$ cat config.mk
export PLATFORM = sky130hd
export DESIGN_NAME = spi_master_shifter
export DESIGN_NICKNAME = d
export VERILOG_FILES = /design/src/rtl/spi_pkg.sv /design/src/rtl/spi_clk_div.sv /design/src/rtl/spi_master_shifter.sv
export SDC_FILE = /design/constraint.sdc
export NUM_CORES = 1
export LEC_CHECK = 0
export BUFFER_PORTS_ARGS = -buffer_cell sky130_fd_sc_hd__buf_4
export CORE_ASPECT_RATIO = 1.1
export CORE_UTILIZATION = 45
export DETAILED_ROUTE_END_ITERATION = 8
export PLACE_DENSITY = 0.63
export SYNTH_ARGS = -nofsm -noshare
export SYNTH_HDL_FRONTEND = slang
export SYNTH_SLANG_ARGS = --single-unit
$ cat constraint.sdc
create_clock -name clk -period 2.6 [get_ports clk]
set_clock_uncertainty 0.05 [all_clocks]
set_input_delay 0.26 -clock clk [delete_from_list [all_inputs] [get_ports clk]]
set_output_delay 0.26 -clock clk [all_outputs]
set_load 0.005 [all_outputs]
$ cat src/rtl/spi_pkg.sv
// SPI shared definitions: FSM state encoding and SPI mode constants.
// Latency: n/a (types and constants only).
// Backpressure: n/a.
//
// Contents:
//   spi_state_t  frame engine states IDLE/SETUP/SHIFT/HOLD/FINISH
//   SPI_CPOL     sclk idle level (mode 0)
//   SPI_CPHA     sample on leading edge (mode 0)
package spi_pkg;

  typedef enum logic [2:0] {
    ST_IDLE   = 3'd0,
    ST_SETUP  = 3'd1,
    ST_SHIFT  = 3'd2,
    ST_HOLD   = 3'd3,
    ST_FINISH = 3'd4
  } spi_state_t;

  localparam logic SPI_CPOL = 1'b0;
  localparam logic SPI_CPHA = 1'b0;

endpackage

$ cat src/rtl/spi_clk_div.sv
// Enable-gated tick generator: one-cycle tick every CLK_DIV enabled cycles.
// Latency: first tick CLK_DIV cycles after en rises; counter clears when en is low.
// Backpressure: none; free-running while enabled.
//
// Ports:
//   clk   in   system clock, rising edge
//   rst   in   asynchronous reset, active-low
//   en    in   count enable; low holds the counter at zero
//   tick  out  high on the last cycle of each CLK_DIV-cycle period
module spi_clk_div #(
  parameter int CLK_DIV = 4
) (
  input  logic clk,
  input  logic rst,
  input  logic en,
  output logic tick
);

  localparam int CW = (CLK_DIV > 1) ? $clog2(CLK_DIV) : 1;
  localparam logic [CW-1:0] LAST = CW'(CLK_DIV - 1);

  logic [CW-1:0] cnt;

  always_ff @(posedge clk or negedge rst) begin
    if (!rst) begin
      cnt <= '0;
    end else if (!en) begin
      cnt <= '0;
    end else if (cnt == LAST) begin
      cnt <= '0;
    end else begin
      cnt <= cnt + CW'(1);
    end
  end

  assign tick = en && (cnt == LAST);

endmodule

$ cat src/rtl/spi_master_shifter.sv
// SPI mode-0 master frame engine: parallel word in, serial frame out, received word back.
// Latency: done visible CLK_DIV*(2*DATA_W+2) cycles after the edge that accepts start.
// Backpressure: start is only sampled in IDLE; requests while a frame is active are dropped.
//
// Ports:
//   clk, rst        system clock / async active-low reset
//   start, tx_data  frame request and word to send (latched on acceptance)
//   busy            high from acceptance through the done cycle
//   done, rx_data   one-cycle completion pulse and received word (held until next done)
//   cs_n, sclk      chip select (active-low) and SPI clock (idle low), registered
//   mosi, miso      serial data out (registered) and in
module spi_master_shifter
  import spi_pkg::*;
#(
  parameter int DATA_W  = 8,
  parameter int CLK_DIV = 4
) (
  input  logic              clk,
  input  logic              rst,
  input  logic              start,
  input  logic [DATA_W-1:0] tx_data,
  output logic              busy,
  output logic              done,
  output logic [DATA_W-1:0] rx_data,
  output logic              cs_n,
  output logic              sclk,
  output logic              mosi,
  input  logic              miso
);

  localparam int BW = $clog2(DATA_W + 1);
  localparam logic [BW-1:0] LAST_BIT = BW'(DATA_W);

  spi_state_t state, nxt;

  logic              tick;
  logic              div_en;
  logic              accept;
  logic              rise;
  logic              fall;
  logic              last_bit;
  logic [DATA_W-2:0] tx_rest;   // bits still to be driven after the MSB
  logic [DATA_W-1:0] rx_sh;
  logic [BW-1:0]     bitcnt;

  // The divider runs for the whole timed part of the frame so that setup,
  // every sclk half-period and the cs_n hold all last exactly CLK_DIV cycles.
  assign div_en   = (state == ST_SETUP) || (state == ST_SHIFT) || (state == ST_HOLD);
  assign last_bit = (bitcnt == LAST_BIT);

  spi_clk_div #(
    .CLK_DIV (CLK_DIV)
  ) u_div (
    .clk  (clk),
    .rst  (rst),
    .en   (div_en),
    .tick (tick)
  );

  always_ff @(posedge clk or negedge rst) begin
    if (!rst) begin
      state <= ST_IDLE;
    end else begin
      state <= nxt;
    end
  end

  always_comb begin
    nxt    = state;
    accept = 1'b0;
    rise   = 1'b0;
    fall   = 1'b0;
    case (state)
      ST_IDLE: begin
        if (start) begin
          accept = 1'b1;
          nxt    = ST_SETUP;
        end
      end
      ST_SETUP: begin
        if (tick) begin
          nxt = ST_SHIFT;
        end
      end
      ST_SHIFT: begin
        if (tick) begin
          if (!sclk) begin
            rise = 1'b1;
          end else begin
            fall = 1'b1;
            // bitcnt already counted this bit on its rising edge
            if (last_bit) begin
              nxt = ST_HOLD;
            end
          end
        end
      end
      ST_HOLD: begin
        if (tick) begin
          nxt = ST_FINISH;
        end
      end
      ST_FINISH: begin
        nxt = ST_IDLE;
      end
      default: begin
        nxt = ST_IDLE;
      end
    endcase
  end

  always_ff @(posedge clk or negedge rst) begin
    if (!rst) begin
      tx_rest <= '0;
      rx_sh   <= '0;
      bitcnt  <= '0;
      rx_data <= '0;
      done    <= 1'b0;
      busy    <= 1'b0;
      cs_n    <= 1'b1;
      sclk    <= SPI_CPOL;
      mosi    <= 1'b0;
    end else begin
      done <= 1'b0;

      if (accept) begin
        tx_rest <= tx_data[DATA_W-2:0];
        rx_sh   <= '0;
        bitcnt  <= '0;
        busy    <= 1'b1;
        cs_n    <= 1'b0;
        sclk    <= SPI_CPOL;
        mosi    <= tx_data[DATA_W-1];
      end

      if (rise) begin
        sclk   <= 1'b1;
        rx_sh  <= {rx_sh[DATA_W-2:0], miso};
        bitcnt <= bitcnt + BW'(1);
      end

      if (fall) begin
        sclk <= 1'b0;
        if (!last_bit) begin
          mosi    <= tx_rest[DATA_W-2];
          tx_rest <= tx_rest << 1;
        end
      end

      // Result and done are presented together for the single FINISH cycle.
      if ((state == ST_HOLD) && tick) begin
        done    <= 1'b1;
        rx_data <= rx_sh;
      end

      // Leaving FINISH releases the bus; a start held high is accepted on the
      // following IDLE cycle, so cs_n is high for exactly one cycle between frames.
      if (state == ST_FINISH) begin
        busy <= 1'b0;
        cs_n <= 1'b1;
        mosi <= 1'b0;
      end
    end
  end

endmodule

==> qor.yml <==
timing:
  slew_headroom_pct: 69.18
  fmax_mhz: 439.7
  rsz0062_at_grt: "no"
  tns_ns: 0
  fin_ws_ns: 0.3256
  hold_viol: 0
  maxSlewViolCount: 0
  period_share_pct: 87.48
  final.min_clock_period_ns: 2.274
  setup_viol: 0
  tightest_slew_ns: 0.4624
setup_path:
  crit_slowest_cell: "or4_1"
  crit_arrival_ns: 2.40
  path_buf_inv: 0
  startpoint_type: "flop"
  path_cells: "or3b_4, or4_1, mux2_4"
  crit_type: "flop to flop"
  cp_top_family: "simple AND/OR/NAND/NOR gates"
  end_kind: "flop"
  max_stage_delay_ns: 0.76
  worstPathRequired_ns: 2.73
  crit_fanout: 11
detailed_routing:
  drc_errors: 0
  vias_per_cell: 5.179
  wire_per_inst_um: 13.41
  num_vias: 1186
  first_pass_iters: 4
  ant_nets: 0
  drt-total-wl_mm: 3.072
  drt_iter0_markers: 37
clock_tree:
  clkSlewWorstSetupHoldPaths_ns: 0.07
  cts_hold_repair.buffers: 1
  post_cts_resized: 0
  clock_latency_ns: 0.29
  clk_path_buf_depth: 2
  cts_tree: "yes"
  cts_buffers: 5
  clock-sinks: 37
  root_buffer: "clkbuf_8"
  h-tree-depth: 2
  cts_setup_buffers: 0
layout:
  nNetsFinal: 193
  fin_cells: 229
  postLayoutCoreUtil_pct: 56.76
  layout-drive-gt1-share_pct: 30.73
  diodes: 0
  nFillCells: 320
  areaGrowthSynthToFinish_pct: 21.02
synth:
  postSynthCellCount: 153
  yosys_warnings: 0
  synth_seq_cells: 37
  avgSynthCellArea_um2: 11.20
  synthArstFlopShare_pct: 100.0
  synth_ff_type: "dfrtp_1"
  yosys.area.top_type: "dfrtp_1"
  synth.most_common_cell: "dfrtp_1"
  synth.distinct_cells: 37
  seq_area_frac_synth_pct: 54.09
  synth_common_cells: "36 x dfrtp_1, 18 x o21ai_0, 13 x inv_1"
  yosysTopAreaCellShare_pct: 52.55
  synth_area_um2: 1714
  ys_top_cells_by_area: "dfrtp_1 53%, mux2_2 5.9%, o21ai_0 5.3%"
  synth-edff-count: 0
  syn_nets: 168
power:
  clockPowerShare_pct: 26.8
  swShare_pct: 29.53
  seqPwrFrac_pct: 42.2
  pwr-share-comb_pct: 31.0
  power_mw: 2.168
  vdd_drop_max_v: 0.0004913
  pwr_density_cell_nw_per_um2: 1045
  p_sw_mw: 0.6402
  power_leakage_nw: 0.9858
  power.internal_mw: 1.528
worst_hold_path:
  hold_path_class: "input pin to flop"
die:
  rows: 23
  start_util_pct: 46.90
  die_h_um: 66.73
  num_io_pins: 25
  die_x_um: 60.85
  die-area_um2: 4060
  core_area_um2: 3655
place:
  dp_slack_ns: 0.3364
  place_hpwl_mm: 2.197
  placed_cells: 220
  place_congestion: 0.8601
  io_buffer_count: 24
global_route:
  grt_max_degree: 38
  grt_pass1_wl_mm: 5.478
  grt.overflow.total: 0
  track_usage_pct: 18.81
  grt_pass1_vias: 1193
  antenna_found_initial: 0
flow_run:
  cap_viol_max_count: 0
run_status:
  outcome: "completed"
-- placed cells by master (no fill, tap or decap), drive strengths merged, types with 2 or more instances in the layout --
master	instances
mux2	15
nand2b	4
buf	28
dfrtp	36
inv	13
o21ai	18
ha	3
a211oi	2
nor2	6
clkbuf	5
nand2	11
o211ai	9
xor2	2
bufinv	2
-- path summary, 6_finish.rpt --
path	cells past startpoint	endpoint	slack, ns	start
max in group asynchronous	2	cs_n$_DFFE_PN1P_	1.74	rst
worst max register to register	3	tx_rest[1]$_DFF_PN0_	0.33	state[1]$_DFFE_PN0P_
worst max-delay path	3	tx_rest[1]$_DFF_PN0_	0.33	state[1]$_DFFE_PN0P_
min in group asynchronous	2	done$_DFF_PN0_	0.41	rst
worst min-delay path	2	rx_sh[0]$_DFFE_PN0P_	0.15	miso
worst min register to register	1	u_div.cnt[0]$_DFF_PN0_	0.39	u_div.cnt[0]$_DFF_PN0_
-- state kept, by name (all words and copies together) (netlist names) --
signal / flops
rx_sh: 8
mosi: 1
u_div.cnt: 2
done: 1
state: 3
tx_rest: 7
cs_n: 1
rx_data: 8
sclk: 1
bitcnt: 4
busy: 1
-- layer usage --
layer  part of all wire, %  GRT usage [%]  vias to the layer above
met5                     0              0                        -
met1                    45          22.79                      567
met4                   1.6          6.818                        0
li1                      -              -                      578
met2                    49          31.04                       35
met3                   4.6          5.825                        6
-- power groups by stage --
stage | clock network, mW | logic, mW | registers [mW]
detailed placement | 0 | 0.683 | 0.923
floorplan | 0 | 0.478 | 0.865
global placement | 0 | 0.664 | 0.910
CTS | 0.596 | 0.685 | 0.916
finish | 0.581 | 0.672 | 0.915
global route | 0.627 | 0.766 | 0.944
-- per-stage QoR --
| step | instance area [um2] | hold slack (ns) |
|---|---|---|
| 2_1_floorplan | 1714 | -0.08559 |
| 6_report | 2074 | 0.1482 |
| 3_5_place_dp | 1931 | 0.1994 |
| 3_3_place_gp | 1931 | 0.1918 |
| 5_1_grt | 2074 | 0.1538 |
| 4_1_cts | 2074 | 0.1418 |
-- cells by family after synthesis --
group | count (synthesis) | synth area share (%)
fa+ha+maj | 3 | 2.190
mux | 16 | 11.75
simple gates | 34 | 10.95
xor+xnor | 2 | 1.022
flops | 37 | 54.09
compound gates | 37 | 13.87
buf+inv | 24 | 6.131
-- area by class of cell --
| cell class | instances | area [um2] | share of cell area (%) |
|---|---|---|---|
| inverters | 13 | 48.80 | 2.352 |
| multi-input cells | 92 | 681.9 | 32.87 |
| clock buffers | 5 | 68.82 | 3.317 |
| clock inverters | 3 | 65.06 | 3.136 |
| flip-flops and latches | 37 | 927.1 | 44.69 |
| repair buffers | 29 | 220.2 | 10.62 |
| well taps | 50 | 62.56 | 3.016 |
Power figures use the tool's default switching activity.
